## src/rtl/f_fetch_stage.sv

```systemverilog
// f_fetch_stage: F stage of the P7 pipeline.
// Holds the architectural fetch PC, flags fetch address errors (AdEL) and
// owns the F/D pipeline register that hands PC, instruction, excode and the
// delay-slot flag to D.
// Optional build macro: FETCH_PERF_CNT_EN adds the fetched-instruction and
// stall-cycle counters; without it both perf outputs are constant zero.
module f_fetch_stage #(
  parameter logic [31:0] RESET_PC   = 32'h0000_3000,
  parameter logic [31:0] IM_BASE    = 32'h0000_3000,
  parameter logic [31:0] IM_LIMIT   = 32'h0000_6FFF,
  parameter logic [31:0] HANDLER_PC = 32'h0000_4180,
  parameter logic [4:0]  EXC_ADEL   = 5'd4
) (
  input  logic        clk,
  input  logic        reset,
  input  logic [31:0] npc,
  input  logic        stall,
  input  logic        enter_handler,
  input  logic        db,
  input  logic        eret_d,
  input  logic [31:0] im_instr,
  output logic [31:0] f_pc,
  output logic [31:0] d_pc,
  output logic [31:0] d_instr,
  output logic [4:0]  d_excode,
  output logic        d_bd,
  output logic        d_valid,
  output logic [31:0] perf_fetched,
  output logic [31:0] perf_stalls
);

  // Fetch PC register and its next value.
  logic [31:0] pc_q, pc_d;
  logic        pc_load;

  // F/D pipeline register fields.
  logic [31:0] d_pc_q, d_pc_d;
  logic [31:0] d_instr_q, d_instr_d;
  logic [4:0]  d_excode_q, d_excode_d;
  logic        d_bd_q, d_bd_d;
  logic        d_valid_q, d_valid_d;

  // Fetch address error on the current PC: misaligned or outside IM.
  logic        adel;

  // Exception entry overrides a hazard stall so the handler PC is taken.
  assign pc_load = enter_handler | ~stall;

  // Unsigned range check; npc is used as-is, no alignment masking.
  assign adel = (pc_q[1:0] != 2'b00) | (pc_q < IM_BASE) | (pc_q > IM_LIMIT);

  // Next fetch PC: load npc on a load cycle, otherwise hold.
  always_comb begin
    pc_d = pc_q;
    if (pc_load) begin
      pc_d = npc;
    end
  end

  // Next F/D contents in priority order: flush, stall, eret squash, load.
  always_comb begin
    d_pc_d     = d_pc_q;
    d_instr_d  = d_instr_q;
    d_excode_d = d_excode_q;
    d_bd_d     = d_bd_q;
    d_valid_d  = d_valid_q;
    if (enter_handler) begin
      d_pc_d     = HANDLER_PC;
      d_instr_d  = 32'd0;
      d_excode_d = 5'd0;
      d_bd_d     = 1'b0;
      d_valid_d  = 1'b0;
    end else if (stall) begin
      // Hold every D field; eret_d and db are don't-care while stalled.
    end else if (eret_d) begin
      d_pc_d     = pc_q;
      d_instr_d  = 32'd0;
      d_excode_d = 5'd0;
      d_bd_d     = 1'b0;
      d_valid_d  = 1'b0;
    end else begin
      // A faulting fetch still carries its delay-slot flag so EPC is right.
      d_pc_d    = pc_q;
      d_bd_d    = db;
      d_valid_d = 1'b1;
      if (adel) begin
        d_instr_d  = 32'd0;
        d_excode_d = EXC_ADEL;
      end else begin
        d_instr_d  = im_instr;
        d_excode_d = 5'd0;
      end
    end
  end

  // PC and F/D state registers with asynchronous reset.
  always_ff @(posedge clk or posedge reset) begin
    if (reset) begin
      pc_q       <= RESET_PC;
      d_pc_q     <= RESET_PC;
      d_instr_q  <= 32'd0;
      d_excode_q <= 5'd0;
      d_bd_q     <= 1'b0;
      d_valid_q  <= 1'b0;
    end else begin
      pc_q       <= pc_d;
      d_pc_q     <= d_pc_d;
      d_instr_q  <= d_instr_d;
      d_excode_q <= d_excode_d;
      d_bd_q     <= d_bd_d;
      d_valid_q  <= d_valid_d;
    end
  end

  assign f_pc     = pc_q;
  assign d_pc     = d_pc_q;
  assign d_instr  = d_instr_q;
  assign d_excode = d_excode_q;
  assign d_bd     = d_bd_q;
  assign d_valid  = d_valid_q;

`ifdef FETCH_PERF_CNT_EN
  // Performance counters; both wrap naturally and only reset clears them.
  logic [31:0] perf_fetched_q, perf_fetched_d;
  logic [31:0] perf_stalls_q, perf_stalls_d;
  logic        fetch_event;
  logic        stall_event;

  // A fetch is counted on every normal F/D load, faulting or not.
  assign fetch_event = ~enter_handler & ~stall & ~eret_d;
  assign stall_event = stall & ~enter_handler;

  // Next counter values.
  always_comb begin
    perf_fetched_d = perf_fetched_q;
    perf_stalls_d  = perf_stalls_q;
    if (fetch_event) begin
      perf_fetched_d = perf_fetched_q + 32'd1;
    end
    if (stall_event) begin
      perf_stalls_d = perf_stalls_q + 32'd1;
    end
  end

  // Counter registers.
  always_ff @(posedge clk or posedge reset) begin
    if (reset) begin
      perf_fetched_q <= 32'd0;
      perf_stalls_q  <= 32'd0;
    end else begin
      perf_fetched_q <= perf_fetched_d;
      perf_stalls_q  <= perf_stalls_d;
    end
  end

  assign perf_fetched = perf_fetched_q;
  assign perf_stalls  = perf_stalls_q;
`else
  assign perf_fetched = 32'd0;
  assign perf_stalls  = 32'd0;
`endif

endmodule

```

## config.mk

```make
export PLATFORM = sky130hd
export DESIGN_NAME = f_fetch_stage
export DESIGN_NICKNAME = d
export VERILOG_FILES = /design/src/rtl/f_fetch_stage.sv
export SDC_FILE = /design/constraint.sdc
export NUM_CORES = 1
export LEC_CHECK = 0
export BUFFER_PORTS_ARGS = -buffer_cell sky130_fd_sc_hd__buf_2
export CAP_MARGIN = 20
export CELL_PAD_IN_SITES_DETAIL_PLACEMENT = 1
export CELL_PAD_IN_SITES_GLOBAL_PLACEMENT = 1
export CORE_AREA = 5 5 116 118
export DETAILED_ROUTE_END_ITERATION = 10
export DIE_AREA = 0 0 121 123
export GPL_TIMING_DRIVEN = 0
export PLACE_DENSITY = 0.82
export SLEW_MARGIN = 20
export SYNTH_ARGS = -nofsm -noshare
export SYNTH_HDL_FRONTEND = slang
export SYNTH_SLANG_ARGS = --single-unit
```

## constraint.sdc

```tcl
create_clock -name clk -period 5.6 [get_ports clk]
set_clock_uncertainty 0.15 [all_clocks]
set_input_delay 1.12 -clock clk [delete_from_list [all_inputs] [get_ports clk]]
set_output_delay 1.12 -clock clk [all_outputs]
set_load 0.005 [all_outputs]
```

# Word-level counts from Yosys, hierarchy flattened
# Cells that the tools add are included.
# op_classes
order_cmp	2
eq_ne	1
muxes	16
bitwise	4
reduce_logical	1
# ops
operator	count
32-bit two-way mux	6
32-bit by 15-bit greater-than comparator with 1-bit output (second input constant)	1
32-bit by 14-bit less-than comparator with 1-bit output (second input constant)	1
5-bit two-way mux	2
1-bit two-way mux	6
3-bit two-way mux	2
1-bit bitwise OR	3
2-bit by 1-bit != test with 1-bit output (second input constant)	1
2-bit nonzero test	1
1-bit inverter	1
# word_totals
ff_bits	103
in_bits	70
output_inout_bits	167
elab_cells	30

# Depth between registers and ports, before layout
# logic_depth
depth_word	7
mapped_depth	6
depth_no_buf	4

# Least setup slack after synthesis
# Ideal clock, no wire load.
# synth_timing
path_kind	input-to-reg
start	input enter_handler
end	register d_instr_q[0], in the netlist d_instr[0]
setup_time_ps	65
arrival_ps	2257
t_required_ps	5385
path_slack_ps	3127
cell_stages	5
n_path_buf	2
cell_sequence	buf_6 > or3_4 > nor4_4 > buf_6 > a22o_1
# synth_via
elab_chain_cells	1
word_cells_on_any_way	2
classes_between	eq/ne: 1; mux: 1
# synth_lines
element	line_no	text
start: declaration	18	input logic enter_handler,
2-bit by 1-bit != test with 1-bit output (no line) or 32-bit two-way mux (tied branches)	--	
end signal: assignment	108	d_instr_q <= d_instr_d;
end: declaration	38	logic [31:0] d_instr_q, d_instr_d;
# Parallel ways exist; a longest one is shown, timed or not.
# A chain may end at the register's enable or synchronous reset.

# Worst setup path in the final report
# layout_timing
start	input stall
end	register d_instr_q[4], in the netlist d_instr[4]
# layout_via
elab_chain_cells	1
# layout_lines
element	line_no	text
start: declaration	17	input logic stall,
2-bit by 1-bit != test with 1-bit output (no line)	--	
# Every way passes these cells.

==> reports/results.txt <==
The run gives 3232 as the total via count after detailed routing. The layout cell share with drive strength beyond 1 was 0.458. After filler insertion, the fill cell instance count of the layout stands at 1427. The run gives 0.663 as the worst relative slew slack. The worst setup path is launched from an input port. For this design the top-level I/O count stands at 237. The run gives 3 as the H-tree depth. In the post-synthesis netlist, the biggest area contributors are sky130_fd_sc_hd__dfrtp_1 (55%), sky130_fd_sc_hd__buf_4 (12%), sky130_fd_sc_hd__mux2_1 (8.3%).

Derived from the worst setup path, the maximum achievable clock frequency is 0.400 GHz. The floorplan step set the die width to 121 µm. The run gives 0.574 as the proportion of synthesized chip area in sequential cells. The number of cells upsized or downsized after cts came out at 0. For this run, the number of Yosys warnings is 0. By area, the combinational part of the netlist is dominated by multiplexers. By count the netlist is led by sky130_fd_sc_hd__dfrtp_1 (95), sky130_fd_sc_hd__buf_4 (68), sky130_fd_sc_hd__a22o_1 (33). STA classifies the critical path endpoint as a register. The power per unit of standard cell area is 271 mW/mm², and the summed negative setup slack over all endpoints is 0 ns.

The run gives 0.485 as the proportion of power drawn by flip-flops and latches. The measured slew at the worst slew-check pin works out to 0.505 ns. The number of antenna diodes in the final layout is 0. The max-slew violation count was 0.

Number of remaining DRC errors: 0. The first global-routing pass estimated 18.7 mm of wire. Xor and xnor fraction of the mapped netlist area: 0. The proportion of synthesized area in mux cells is 0.150. In this run, CTS created clock tree buffers numbering 9.

For the total count of hold-check failures in the final report, the log shows 0. The first-pass detailed-route iteration total is 4. The clock edge transition at the registers on the reported setup and hold paths was 0.06 ns; the count of hold-fix buffers inserted at cts was 0.

After global routing the overflow that remains totals 0. The run finished with clean final reports. The worst hold path class was register to register.

The mapped netlist covers 0.00433 mm². The post-CTS setup-driven buffer insertion count is 0. The number of antenna violations at the first check in global routing was 0; the row count was 41. Setup repair after global routing left no endpoint under its margin. IR analysis of the VDD net gives a maximum drop of 0.158 mV. The static power due to leakage is 3.36 nW, and the post-synthesis compound-gate area fraction is 0.0781.

Of all cell types, the one taking the most synthesized area is sky130_fd_sc_hd__dfrtp_1. The count of flip-flops with a built-in enable after synthesis was 0. The floorplan step defined a core boundary enclosing 0.0124 mm². The synthesized-area fraction occupied by and/or/nand/nor cells is 0.0535. The largest buffer count on any clock path came out at 2. The die span in y is 123 µm, and the insertion delay to the later sink of the worst-skew pair is 0.34 ns.

The detailed router finished its first iteration with 66 violations. Count of nets after finishing: 650. The worst path in the final design needs a cycle of 2.50 ns, including I/O delays and setup. Async set or reset register ratio after synthesis: 1.00. The share of Yosys cell area claimed by the top area cell type is 0.549, and the net switching power is 382 µW.

In this run, synthesis produced a sequential element count of 99. The clock drives 99 sinks. The maximum fanout encountered on the critical timing path is 10. The tools report the final routed wirelength across all metal layers as 12.1 mm. The area overhead of the layout relative to synthesis is 37.8%, and the final-report setup violation count is 0. The final period utilization was 0.447. The die covers 0.0149 mm². The via count of the first global-routing pass was 3504. The via-per-instance ratio was 4.27.

The wire length per cell is 16.0 µm. The cell count after synthesis came out at 334. The tools report the clock network fraction of total power as 0.388. The effective utilization at floorplan came out at 0.350. Cell internal power was estimated by the tool at 1.23 mW.

Once detail routing completed, the nets flagged for antenna violations numbered 0. The most common cell in the synthesized netlist is sky130_fd_sc_hd__dfrtp_1. After routing the design area is 0.00596 mm².

The average instance in the mapped netlist occupies 13.0 µm². The number of input and output port buffers inserted was 167. The fraction of power spent switching nets came out at 0.237. The pin count of the biggest net entering global routing is 66, and the number of unique standard cell types used by synthesis is 25. Overall global routing resource usage: 0.162.

In the synthesized netlist the dominant register cell turns out to be sky130_fd_sc_hd__dfrtp_1. Once placement finished, the instance area stood at 0.00566 mm². TritonCTS built the clock tree. The worst setup path is of the input port to register kind. Max-cap violations in this run came to 0.

Root buffer cell: sky130_fd_sc_hd__clkbuf_16. STA puts the critical path data arrival time at 2.62 ns. The area share of fa/ha/maj cells after synthesis came out at 0. The tools report the combinational share of power as 0.128. Detailed placement finished with a half-perimeter wire length of 9.57 mm. The routability congestion estimate was 0.772. Data on the critical path is required at its endpoint by 5.72 ns.
-- power by group through the flow --
stage | Combinational [mW] | Sequential (mW) | Clock, mW
2_1_floorplan | 0.115 | 0.793 | 0
3_5_place_dp | 0.207 | 0.796 | 0
3_3_place_gp | 0.197 | 0.793 | 0
4_1_cts | 0.208 | 0.783 | 0.645
5_1_grt | 0.231 | 0.788 | 0.674
6_report | 0.206 | 0.782 | 0.625
-- cell usage in the layout (no fill, tap or decap), types with 2 or more instances in the layout --
cell type	instances
sky130_fd_sc_hd__mux2_1	32
sky130_fd_sc_hd__clkbuf_1	9
sky130_fd_sc_hd__a211o_1	3
sky130_fd_sc_hd__nor2b_1	3
sky130_fd_sc_hd__buf_6	4
sky130_fd_sc_hd__nor4_1	4
sky130_fd_sc_hd__nor2_1	29
sky130_fd_sc_hd__mux2i_1	29
sky130_fd_sc_hd__conb_1	68
sky130_fd_sc_hd__dfstp_2	4
sky130_fd_sc_hd__a22o_1	33
sky130_fd_sc_hd__buf_4	68
sky130_fd_sc_hd__buf_2	175
sky130_fd_sc_hd__nand2_1	5
sky130_fd_sc_hd__clkbuf_16	9
sky130_fd_sc_hd__clkbuf_8	2
sky130_fd_sc_hd__dfrtp_1	95
-- cells by family after synthesis --
group                  after synthesis
buffers and inverters               87
flip-flops                          99
AND/OR/NAND/NOR                     47
multiplexers                        61
AO/OA/AOI/OAI                       39
other                                1
-- flip-flops by register name, summed over array words and instances (netlist names) --
register and cells:
f_pc 32, d_valid 1, d_pc 32, d_instr 32, d_excode 1, d_bd 1
-- final timing paths --
check	slack, ns	cells after the start	to	from
max	3.10	6	d_instr[4]	stall
min	0.32	2	d_excode[2]	d_excode[2]
max reg2reg	3.49	5	d_instr[26]	f_pc[27]
min reg2reg	0.32	2	d_excode[2]	d_excode[2]
max in group asynchronous	4.04	3	d_pc[14]	reset
min in group asynchronous	0.62	2	f_pc[24]	reset
-- routing by layer --
metal	track usage	share of wire	vias up
met5	0	0	-
met4	0.0531	0.013	0
met3	0.0462	0.076	11
met2	0.283	0.52	124
met1	0.193	0.39	1589
li1	-	-	1508
-- area by class of cell --
cell class              count  area (µm²)  share of cell area
well taps                 172         215              0.0361
plain buffers              86         618               0.104
clock buffers              14         264              0.0443
flip-flops and latches     99        2480               0.416
multi-input cells         215        1480               0.247
inverters                   1        8.76             0.00147
clock inverters             2        35.0             0.00588
repair buffers            168         863               0.145
-- metrics by stage --
| stage | worst slack, ns | hold slack [ns] | power (mW) | instances | utilization |
|---|---|---|---|---|---|
| floorplan | 1.75 | 0.313 | 0.908 | 401 | - |
| global placement | 0.659 | 0.306 | 0.990 | 740 | 0.455 |
| detailed placement | 2.73 | 0.306 | 1.00 | 741 | 0.458 |
| global route | 3.03 | 0.344 | 1.69 | 757 | 0.482 |
| finish | 3.10 | 0.316 | 1.61 | 757 | 0.482 |
| CTS | 3.08 | 0.321 | 1.64 | 757 | 0.482 |
-- critical path, stage by stage --
cell                       delay [ns]
sky130_fd_sc_hd__buf_2           0.09
sky130_fd_sc_hd__buf_2           0.22
sky130_fd_sc_hd__and2b_1         0.21
sky130_fd_sc_hd__buf_2           0.30
sky130_fd_sc_hd__clkbuf_1        0.44
sky130_fd_sc_hd__a22o_1          0.24
No activity file was read; power rests on OpenSTA's default activity.
